`src/rtl/iow_pkg.sv`:
```
// iow_pkg: shared types and constants for the I/O Writer mechanism model.
//   - strike pattern / code / counter / column widths
//   - printed-event codes for the non-typebar magnets
//   - FSM state encoding
//   - saturating 8-bit increment used by every millisecond counter
package iow_pkg;

  localparam int IOW_NTYPE = 44;           // typebar magnets 0..43
  localparam int IOW_PW    = IOW_NTYPE + 3; // {space, tab, cr, type}
  localparam int IOW_CW    = 6;            // printed-event code width
  localparam int IOW_MSW   = 8;            // millisecond counter width
  localparam int IOW_COLW  = 7;            // print column width

  localparam logic [IOW_CW-1:0] IOW_CODE_CR    = 6'd44;
  localparam logic [IOW_CW-1:0] IOW_CODE_TAB   = 6'd45;
  localparam logic [IOW_CW-1:0] IOW_CODE_SPACE = 6'd46;

  typedef enum logic [2:0] {
    IDLE,
    SETTLE,
    STRIKE,
    CYCLE,
    RELEASE
  } iow_state_t;

  function automatic logic [IOW_MSW-1:0] sat_inc8(input logic [IOW_MSW-1:0] v);
    return (v == {IOW_MSW{1'b1}}) ? v : v + 8'd1;
  endfunction

endpackage

```
`src/rtl/iow_prio47.sv`:
```
// iow_prio47: lowest-set-bit encoder over the 47-bit strike pattern.
// Ports:
//   pat   in  47  strike pattern {space, tab, cr, type[43:0]}
//   code  out 6   index of the lowest set bit (0 when pat is all zero)
//   multi out 1   more than one bit of pat is set
module iow_prio47
  import iow_pkg::*;
(
  input  logic [IOW_PW-1:0] pat,
  output logic [IOW_CW-1:0] code,
  output logic              multi
);

  always_comb begin
    code = '0;
    // Walk downward so the lowest set index is the last one written.
    for (int i = IOW_PW - 1; i >= 0; i--) begin
      if (pat[i]) code = IOW_CW'(i);
    end
    // Clearing the lowest set bit leaves something only if two or more were set.
    multi = |(pat & (pat - IOW_PW'(1)));
  end

endmodule

```
`src/rtl/iow_emulator.sv`:
```
// iow_emulator: model of the IBM I/O Writer typewriter mechanism as seen by
// the typewriter coupler. Debounces the strike magnets, runs the mechanical
// cycle (interlock), moves the shift basket and reports each printed
// character on a valid/ready stream.
//
// Optional build macro: IOW_COLUMN_TRACK_EN adds the MARGIN parameter, the
// col output and the print column tracking.
//
// Ports:
//   CLOCK      in   1   system clock
//   rst        in   1   synchronous active-high reset
//   tick_ms    in   1   one-cycle pulse every millisecond
//   mag_type   in   44  typebar magnets
//   mag_cr     in   1   carriage return magnet
//   mag_shift  in   1   shift magnet (level)
//   mag_tab    in   1   tab magnet
//   mag_space  in   1   space magnet
//   ilk        out  1   mechanical cycle in progress
//   shift_up   out  1   shift basket up
//   out_valid  out  1   printed event valid
//   out_ready  in   1   consumer accepts
//   out_code   out  6   0..43 typebar, 44 CR, 45 TAB, 46 SPACE
//   out_upper  out  1   shift_up at the strike
//   err_multi  out  1   one-cycle pulse: several strike magnets settled together
//   overrun    out  1   sticky: an unaccepted event was replaced
//   col        out  7   print column (IOW_COLUMN_TRACK_EN only)
//
// state   | meaning
// IDLE    | no strike magnet energised
// SETTLE  | pattern present, waiting for it to hold SETTLE_MS
// STRIKE  | one cycle: emit the event, close the interlock
// CYCLE   | interlock closed for the cycle length
// RELEASE | cycle done, waiting for every strike magnet to drop
module iow_emulator
  import iow_pkg::*;
#(
  parameter int SETTLE_MS = 2,
  parameter int CHAR_MS   = 40,
  parameter int SPACE_MS  = 30,
  parameter int CR_MS     = 200,
  parameter int SHIFT_MS  = 25
`ifdef IOW_COLUMN_TRACK_EN
  ,
  parameter int MARGIN    = 86
`endif
) (
  input  logic                 CLOCK,
  input  logic                 rst,
  input  logic                 tick_ms,
  input  logic [IOW_NTYPE-1:0] mag_type,
  input  logic                 mag_cr,
  input  logic                 mag_shift,
  input  logic                 mag_tab,
  input  logic                 mag_space,
  output logic                 ilk,
  output logic                 shift_up,
  output logic                 out_valid,
  input  logic                 out_ready,
  output logic [IOW_CW-1:0]    out_code,
  output logic                 out_upper,
  output logic                 err_multi,
  output logic                 overrun
`ifdef IOW_COLUMN_TRACK_EN
  ,
  output logic [IOW_COLW-1:0]  col
`endif
);

  localparam logic [IOW_MSW-1:0] SETTLE_T = 8'(SETTLE_MS);
  localparam logic [IOW_MSW-1:0] CHAR_T   = 8'(CHAR_MS);
  localparam logic [IOW_MSW-1:0] SPACE_T  = 8'(SPACE_MS);
  localparam logic [IOW_MSW-1:0] CR_T     = 8'(CR_MS);
  localparam logic [IOW_MSW-1:0] SHIFT_T  = 8'(SHIFT_MS);

  iow_state_t          state;
  logic [IOW_PW-1:0]   p_q;
  logic [IOW_PW-1:0]   p_lat;
  logic [IOW_MSW-1:0]  cnt;
  logic [IOW_MSW-1:0]  cyc_len;
  logic [IOW_MSW-1:0]  cyc_sel;
  logic [IOW_CW-1:0]   sel_code;
  logic                sel_multi;

  logic                sh_q;
  logic [IOW_MSW-1:0]  scnt;

  iow_prio47 u_prio (
    .pat   (p_lat),
    .code  (sel_code),
    .multi (sel_multi)
  );

  always_comb begin
    cyc_sel = CHAR_T;
    if (sel_code == IOW_CODE_CR) begin
      cyc_sel = CR_T;
    end else if (sel_code == IOW_CODE_TAB || sel_code == IOW_CODE_SPACE) begin
      cyc_sel = SPACE_T;
    end
  end

`ifdef IOW_COLUMN_TRACK_EN
  localparam logic [IOW_COLW-1:0] COL_MAX = 7'(MARGIN - 1);

  logic [IOW_COLW-1:0] col_nxt;
  logic [IOW_COLW:0]   tab_stop;

  always_comb begin
    // One bit wider so a tab from column 120+ cannot wrap before the cap.
    tab_stop = {1'b0, col[IOW_COLW-1:3], 3'b000} + 8'd8;
    col_nxt  = col;
    if (sel_code == IOW_CODE_CR) begin
      col_nxt = '0;
    end else if (sel_code == IOW_CODE_TAB) begin
      col_nxt = (tab_stop > {1'b0, COL_MAX}) ? COL_MAX : tab_stop[IOW_COLW-1:0];
    end else if (col < COL_MAX) begin
      col_nxt = col + 7'd1;
    end
  end
`endif

  always_ff @(posedge CLOCK) begin
    if (rst) begin
      state     <= IDLE;
      p_q       <= '0;
      p_lat     <= '0;
      cnt       <= '0;
      cyc_len   <= '0;
      ilk       <= 1'b0;
      out_valid <= 1'b0;
      out_code  <= '0;
      out_upper <= 1'b0;
      err_multi <= 1'b0;
      overrun   <= 1'b0;
`ifdef IOW_COLUMN_TRACK_EN
      col       <= '0;
`endif
    end else begin
      p_q       <= {mag_space, mag_tab, mag_cr, mag_type};
      err_multi <= 1'b0;
      if (out_valid && out_ready) out_valid <= 1'b0;

      case (state)
        IDLE: begin
          if (p_q != '0) begin
            p_lat <= p_q;
            cnt   <= '0;
            state <= SETTLE;
          end
        end
        SETTLE: begin
          if (p_q == '0) begin
            state <= IDLE;
          end else if (p_q != p_lat) begin
            p_lat <= p_q;
            cnt   <= '0;
          end else if (cnt >= SETTLE_T) begin
            state <= STRIKE;
          end else if (tick_ms) begin
            cnt <= sat_inc8(cnt);
          end
        end
        STRIKE: begin
          out_code  <= sel_code;
          out_upper <= shift_up;
          err_multi <= sel_multi;
          // The new event overwrites an unaccepted one; the loss is remembered.
          if (out_valid && !out_ready) overrun <= 1'b1;
          out_valid <= 1'b1;
          ilk       <= 1'b1;
          cyc_len   <= cyc_sel;
          cnt       <= '0;
`ifdef IOW_COLUMN_TRACK_EN
          col       <= col_nxt;
`endif
          state     <= CYCLE;
        end
        CYCLE: begin
          if (cnt >= cyc_len) begin
            ilk   <= 1'b0;
            state <= RELEASE;
          end else if (tick_ms) begin
            cnt <= sat_inc8(cnt);
          end
        end
        RELEASE: begin
          if (p_q == '0) state <= IDLE;
        end
        default: state <= IDLE;
      endcase
    end
  end

  // Shift basket: travels only after the magnet has disagreed with the
  // basket for SHIFT_MS consecutive ticks; agreeing again restarts the count.
  always_ff @(posedge CLOCK) begin
    if (rst) begin
      sh_q     <= 1'b0;
      shift_up <= 1'b0;
      scnt     <= '0;
    end else begin
      sh_q <= mag_shift;
      if (sh_q == shift_up) begin
        scnt <= '0;
      end else if (scnt >= SHIFT_T) begin
        shift_up <= sh_q;
        scnt     <= '0;
      end else if (tick_ms) begin
        scnt <= sat_inc8(scnt);
      end
    end
  end

endmodule

```
`config.mk`:
```
export PLATFORM = sky130hd
export DESIGN_NAME = iow_emulator
export DESIGN_NICKNAME = d
export VERILOG_FILES = /design/src/rtl/iow_pkg.sv /design/src/rtl/iow_prio47.sv /design/src/rtl/iow_emulator.sv
export SDC_FILE = /design/constraint.sdc
export NUM_CORES = 1
export LEC_CHECK = 0
export BUFFER_PORTS_ARGS = -buffer_cell sky130_fd_sc_hd__buf_2
export CAP_MARGIN = 10
export CORE_UTILIZATION = 50
export DETAILED_ROUTE_END_ITERATION = 8
export PLACE_DENSITY = 0.69
export SLEW_MARGIN = 40
export SYNTH_ARGS = -nofsm -noshare
export SYNTH_HDL_FRONTEND = slang
export SYNTH_SLANG_ARGS = --single-unit
```
`constraint.sdc`:
```
create_clock -name CLOCK -period 3.3 [get_ports CLOCK]
set_input_delay 0.66 -clock CLOCK [delete_from_list [all_inputs] [get_ports CLOCK]]
set_output_delay 0.66 -clock CLOCK [all_outputs]
set_load 0.1 [all_outputs]
```
==> out/metrics.csv, run 1 <==
stage,metric,value,unit
final_layout,area growth from synthesis to final layout,12.6,%
logic_synthesis,cell types with the highest counts after synthesis,"130 x sky130_fd_sc_hd__dfxtp_1, 94 x sky130_fd_sc_hd__nor2_1, 49 x sky130_fd_sc_hd__nor2b_1, 49 x sky130_fd_sc_hd__xor2_1, 48 x sky130_fd_sc_hd__mux2i_1",
timing,shortest period the worst path allows,2970,ps
route,Detail Route Antenna Nets,0,
route,First-pass DRT Iterations,5,
final_layout,Layout Nets,853,
logic_synthesis,Netlist cell types,64,
placement,placement-stage cell area,6900,um2
critical_path,Worst Path Arrival,3290,ps
pwr,fraction of power spent switching nets,25.0,%
global_route,total congestion overflow,0,
min_path,Tightest Hold Check Type,input port to flop,
logic_synthesis,dominant cells by area after synthesis,"sky130_fd_sc_hd__dfxtp_1 39%, sky130_fd_sc_hd__mux2i_1 7.2%, sky130_fd_sc_hd__xor2_1 6.4%",
critical_path,"reg-to-reg slack, setup",330,ps
critical_path,critical path class,flop to flop,
timing,share of the clock period used by the worst path after layout,90.1,%
timing,worst hold slack across all endpoints,438,ps
pwr,Peak supply drop,633,uV
timing,FMAX,0.336,GHz
die,chip height,117,um
global_route,largest net degree at the start of global routing,93,
route,uppermost layer routed,met4,
route,met2 routed wirelength,7770,um
critical_path,biggest fanout along the worst timing path,15,
logic_synthesis,Mapped Area,6660,um2
die,initial core utilization,52.0,%
cts,clock-pin slew on the worst setup and hold paths,60,ps
route,via count,5628,
placement,sum of net half-perimeters after detailed placement,12300,um
global_route,first-pass GRT wire length,27300,um
critical_path,endpoint class of the critical path,flop,
die,die outline width,117,um
timing,max-slew headroom at the worst pin,49.0,%
die,Cell Rows,41,
placement,last weighted congestion value of the routability-driven placer,0.959,
logic_synthesis,commonest register cell after synthesis,sky130_fd_sc_hd__dfxtp_1,
route,Detail Route met3 WL,1020,um
cts,clock buffers created by TritonCTS,17,
cts,Clock Tree Buf Depth,2,
global_route,initial antenna violation count,0,
timing,measured slew at the worst slew-check pin,761,ps
route,First DRT Iteration DRCs,507,
final_layout,post-route design area,7500,um2
logic_synthesis,cell accounting for the most synthesized area,sky130_fd_sc_hd__dfxtp_1,
global_route,via count of the first global-routing pass,5258,
route,number of vias per cell,5.78,
logic_synthesis,post-synthesis average cell area,8.82,um2
logic_synthesis,number of synthesized flops with an enable pin,0,
die,core region area,12800,um2
timing,setup-violating endpoint count in the final report,0,
route,final wirelength,17000,um
die,number of primary I/O pins,64,
route,DR WL/cell,17.4,um
logic_synthesis,Synth Warn #,0,
logic_synthesis,share of the yosys chip area belonging to registers,39.1,%
outcome,status,finished clean,
logic_synthesis,area share of the largest cell type after synthesis,39.1,%
run,number of violations of the max-capacitance limit,0,
cts,Clock Latency Late Sink,430,ps
pwr,Leak,0.00337,uW
cts,clock tree root driver cell,sky130_fd_sc_hd__clkbuf_16,
final_layout,count of antenna diodes in the layout,0,
placement,Port Buffers,63,
global_route,global-route usage over all layers,25.4,%
pwr,Power Density,535,nW/um2
critical_path,required time of the worst setup path,3620,ps
pwr,power share of the sequential group,43.0,%
route,Post-route DRC,0,
timing,final hold violations,0,
logic_synthesis,Synth async-reset ratio,0,%
cts,CTS HTree Levels,4,
timing,setup clock skew after layout,14.5,ps
pwr,Gate power share,9.5,%
final_layout,Fill cells,1166,
logic_synthesis,most used standard cell by instance count after synthesis,sky130_fd_sc_hd__dfxtp_1,
pwr,cell-internal power,3010,uW
pwr,part of the power in the clock network,47.6,%
cts,clock sink total,130,
timing,setup_tns,0,ps
logic_synthesis,Synth Register Bits,130,
logic_synthesis,Synth Instances,755,
final_layout,share of cells above drive strength 1,15.2,%
cts,TritonCTS clock tree,built,
die,DIE AREA,13800,um2
timing,"crit path setup slack, layout",328,ps
placement,worst slack after detailed placement,341,ps
critical_path,CP Launch Type,flop,
cts,setup repair bufs after CTS,0,
cts,post-cts repair resize count,0,
pwr,P_sw,1000,uW
timing,count of final max-slew check failures,0,
timing,RSZ-0062 raised after global routing,false,
route,Post-Route M1 WL,7700,um
cts,hold buffer count at CTS,0,
[power groups by stage]
stage                     combinational (uW)  clock (uW)  sequential [uW]
after floorplan                          308           0             1700
after global placement                   377           0             1750
after detailed placement                 375           0             1750
after CTS                                377        1940             1720
after global routing                     417        2010             1730
final                                    380        1910             1720
[layout by cell type (no fill, tap or decap), types with 15 or more instances in the layout]
cell,n
sky130_fd_sc_hd__dfxtp_1,130
sky130_fd_sc_hd__nor2_1,94
sky130_fd_sc_hd__buf_2,62
sky130_fd_sc_hd__xor2_1,49
sky130_fd_sc_hd__nor2b_1,49
sky130_fd_sc_hd__mux2i_1,48
sky130_fd_sc_hd__a21oi_1,35
sky130_fd_sc_hd__nor4_1,33
sky130_fd_sc_hd__inv_1,27
sky130_fd_sc_hd__nand2_1,25
sky130_fd_sc_hd__nor3_1,17
sky130_fd_sc_hd__clkbuf_16,17
sky130_fd_sc_hd__nand4_1,15
sky130_fd_sc_hd__o21ai_0,15
[cell type report]
cell class,instances,area [um2],share of cell area [%]
multi-input combinational,537,3560,47.5
tap,172,215,2.87
clock buffer,20,447,5.96
timing repair buffer,72,402,5.36
sequential,130,2600,34.7
inverter,31,116,1.55
clock inverter,12,156,2.09
[metal layers]
metal / track usage [%] / vias to the layer above
met1: 32.3 / 2674
met2: 40.4 / 193
met3: 6.13 / 29
li1: - / 2732
met5: 0 / -
met4: 11.4 / 0
[stage by stage]
stage | std cells | utilization (%) | total power, uW
CTS | 974 | 58.5 | 4040
global placement | 942 | 53.7 | 2130
global route | 974 | 58.5 | 4160
finish | 974 | 58.5 | 4010
detailed placement | 942 | 53.8 | 2130
floorplan | 757 | - | 2010
[state kept, by name, summed over array words and instances (netlist names)]
name       flops
cnt            8
cyc_len        4
err_multi      1
ilk            1
out_code       6
out_upper      1
out_valid      1
overrun        1
p_lat         47
p_q           47
scnt           8
sh_q           1
shift_up       1
state          3
[logic make-up (layout without fill, tap and decap cells)]
group                      count (synthesis)  after routing  share of synthesized area (%)
muxes                                     48             48                           7.21
other                                      1              3                         0.0563
adders and majority gates                 16             16                           2.87
and+or+nand+nor                          291            291                           23.3
buffers and inverters                     90            135                           7.70
xor gates and xnor gates                  51             51                           6.70
AOI/OAI and AO/OA                        128            128                           13.1
DFF                                      130            130                           39.1
[worst max-delay path, stage by stage (launching register included)]
cell and delay [ps]:
sky130_fd_sc_hd__dfxtp_1 580, sky130_fd_sc_hd__xor2_1 140, sky130_fd_sc_hd__nor4_1 480, sky130_fd_sc_hd__nand4_1 290, sky130_fd_sc_hd__or4_1 570, sky130_fd_sc_hd__and3_1 360, sky130_fd_sc_hd__a21boi_1 210, sky130_fd_sc_hd__o32ai_1 240
[path summary, 6_finish.rpt]
path,start,endpoint,depth (start not counted)
setup / recovery,p_lat[20],cnt[4],7
hold / removal,mag_type[23],p_q[23],2
setup reg to reg,p_lat[20],cnt[4],7
hold reg to reg,out_code[2],out_code[2],2
Power figures use the tool's default switching activity.
==> run 2: changes to the inputs <==
==> constraint.sdc (replaced) <==
create_clock -name CLOCK -period 2.8 [get_ports CLOCK]
set_input_delay 0.56 -clock CLOCK [delete_from_list [all_inputs] [get_ports CLOCK]]
set_output_delay 0.56 -clock CLOCK [all_outputs]
set_load 0.1 [all_outputs]
==> out/metrics.csv, run 2 (synthesis gave the netlist of run 1 again) <==
stage,metric,value,unit
outcome,status,finished clean,
route,DR WL/cell,17.3,um
cts,TritonCTS clock tree,built,
route,First DRT Iteration DRCs,494,
pwr,Peak supply drop,537,uV
route,First-pass DRT Iterations,5,
global_route,largest net degree at the start of global routing,63,
timing,share of the clock period used by the worst path after layout,95.4,%
pwr,Power Density,599,nW/um2
global_route,total congestion overflow,0,
final_layout,share of cells above drive strength 1,19.8,%
timing,shortest period the worst path allows,2670,ps
critical_path,Critical Path Start,p_lat[12],
final_layout,area growth from synthesis to final layout,17.5,%
placement,worst slack after detailed placement,14.7,ps
placement,Port Buffers,63,
critical_path,endpoint class of the critical path,flop,
timing,final hold violations,0,
cts,clock sink total,130,
timing,setup-violating endpoint count in the final report,0,
final_layout,register area,2600,um2
critical_path,critical path class,flop to flop,
critical_path,origin of the critical flop-to-flop path,p_lat[12],
die,chip height,117,um
cts,hold buffer count at CTS,0,
critical_path,critical-path cell list,"xor2_1, nor4_1, nand4_1, or4_1, and3_2, a21boi_1, o32ai_1",
timing,max-slew headroom at the worst pin,56.2,%
final_layout,registers with the most flip-flops,"p_lat: 47 flops, p_q: 47 flops",
min_path,Tightest Hold Check Type,input port to flop,
timing,FMAX,0.374,GHz
critical_path,delay of the slowest cell on the worst path,520,ps
pwr,Leak,0.00359,uW
global_route,initial antenna violation count,0,
placement,last weighted congestion value of the routability-driven placer,0.997,
critical_path,kind of cell with the highest combined delay on the critical path,simple AND/OR/NAND/NOR gates,
cts,Clock Tree Buf Depth,2,
route,number of vias per cell,5.72,
global_route,global-route usage over all layers,26.3,%
die,number of primary I/O pins,64,
pwr,part of the power in the clock network,46.0,%
pwr,fraction of power spent switching nets,25.6,%
critical_path,logic depth of the worst setup path including buffers,7,
die,core region area,12800,um2
placement,sum of net half-perimeters after detailed placement,13000,um
pwr,Gate power share,11.2,%
critical_path,endpoint of the most critical setup path,cnt[3],
timing,"crit path setup slack, layout",129,ps
cts,clock tree root driver cell,sky130_fd_sc_hd__clkbuf_16,
route,via count,5804,
final_layout,Layout Nets,893,
route,Detail Route Antenna Nets,0,
critical_path,capture instance of the worst register-to-register path,cnt[3],
final_layout,"most common cell after layout, fill and taps aside",sky130_fd_sc_hd__dfxtp_1,
final_layout,total area of multi-input combinational cells,3600,um2
timing,setup_tns,0,ps
timing,RSZ-0062 raised after global routing,false,
pwr,Design Power,4690,uW
timing,count of final max-slew check failures,0,
final_layout,most frequent cells in the layout,"129 x sky130_fd_sc_hd__dfxtp_1, 94 x sky130_fd_sc_hd__nor2_1, 62 x sky130_fd_sc_hd__buf_2",
cts,clock buffers created by TritonCTS,17,
critical_path,biggest fanout along the worst timing path,14,
global_route,via count of the first global-routing pass,5420,
cts,Clock Latency Late Sink,430,ps
route,final wirelength,17500,um
pwr,P_sw,1200,uW
critical_path,Worst Path Arrival,3000,ps
final_layout,count of antenna diodes in the layout,0,
timing,measured slew at the worst slew-check pin,656,ps
route,Post-route DRC,0,
die,DIE AREA,13800,um2
cts,CTS HTree Levels,4,
run,number of violations of the max-capacitance limit,0,
critical_path,CP Launch Type,flop,
die,die outline width,117,um
critical_path,"reg-to-reg slack, setup",130,ps
critical_path,Reg2Reg Depth,7,
cts,clock-pin slew on the worst setup and hold paths,60,ps
die,Cell Rows,41,
pwr,cell-internal power,3490,uW
global_route,first-pass GRT wire length,28100,um
die,initial core utilization,52.0,%
critical_path,critical-path cell with the highest stage delay,sky130_fd_sc_hd__dfxtp_1,
timing,setup clock skew after layout,11.2,ps
final_layout,Fill cells,1148,
critical_path,Bufs and invs on worst path,0,
pwr,power share of the sequential group,42.8,%
critical_path,required time of the worst setup path,3130,ps
## run 2: repair_timing
action / CTS / global route
setup endpoints to repair: 0 / 10
buffers inserted: 0 / 0
gates resized for setup: 0 / 7
## run 2: power groups by stage
| stage | Sequential [uW] | Clock, uW | Combinational (uW) |
|---|---|---|---|
| after floorplan | 2010 | 0 | 363 |
| after global placement | 2040 | 0 | 510 |
| after detailed placement | 2040 | 0 | 509 |
| after CTS | 2000 | 2190 | 514 |
| after global routing | 2020 | 2290 | 573 |
| final | 2010 | 2150 | 525 |
## run 2: layout make-up
class	count	area share, %
clock inverters	13	1.74
inverters	31	1.49
repair buffers	112	9.08
flip-flops and latches	130	33.3
multi-input cells	537	46.0
well taps	172	2.75
clock buffers	19	5.66
## run 2: stage by stage
stage | hold slack, ps | std cells | area, um2 | util, %
after floorplan | 435 | 757 | 6670 | -
after global placement | 440 | 982 | 7210 | 56.2
after detailed placement | 452 | 982 | 7210 | 56.2
after CTS | 323 | 1014 | 7780 | 60.7
after global routing | 334 | 1014 | 7830 | 61.0
final | 337 | 1014 | 7830 | 61.0
## run 2: worst min path at each step
| stage | from | end | slack [ps] | depth (start not counted) |
|---|---|---|---|---|
| finish | mag_type[36] | p_q[36] | 340 | 2 |
| global route | mag_type[7] | p_q[7] | 330 | 2 |
| CTS | mag_type[32] | p_q[32] | 320 | 2 |
| detailed placement | out_upper | out_upper | 450 | 2 |
| global placement | out_upper | out_upper | 440 | 2 |
| floorplan | cyc_len[3] | cyc_len[3] | 440 | 2 |
## run 2: per-layer routing
layer  global-route usage (%)  vias up  share of wire [%]
met5                        0        -                  0
met4                     12.3        0                3.5
met3                     6.86       38                4.8
met2                     41.6      185                 47
met1                     33.4     2774                 45
li1                         -     2807                  -
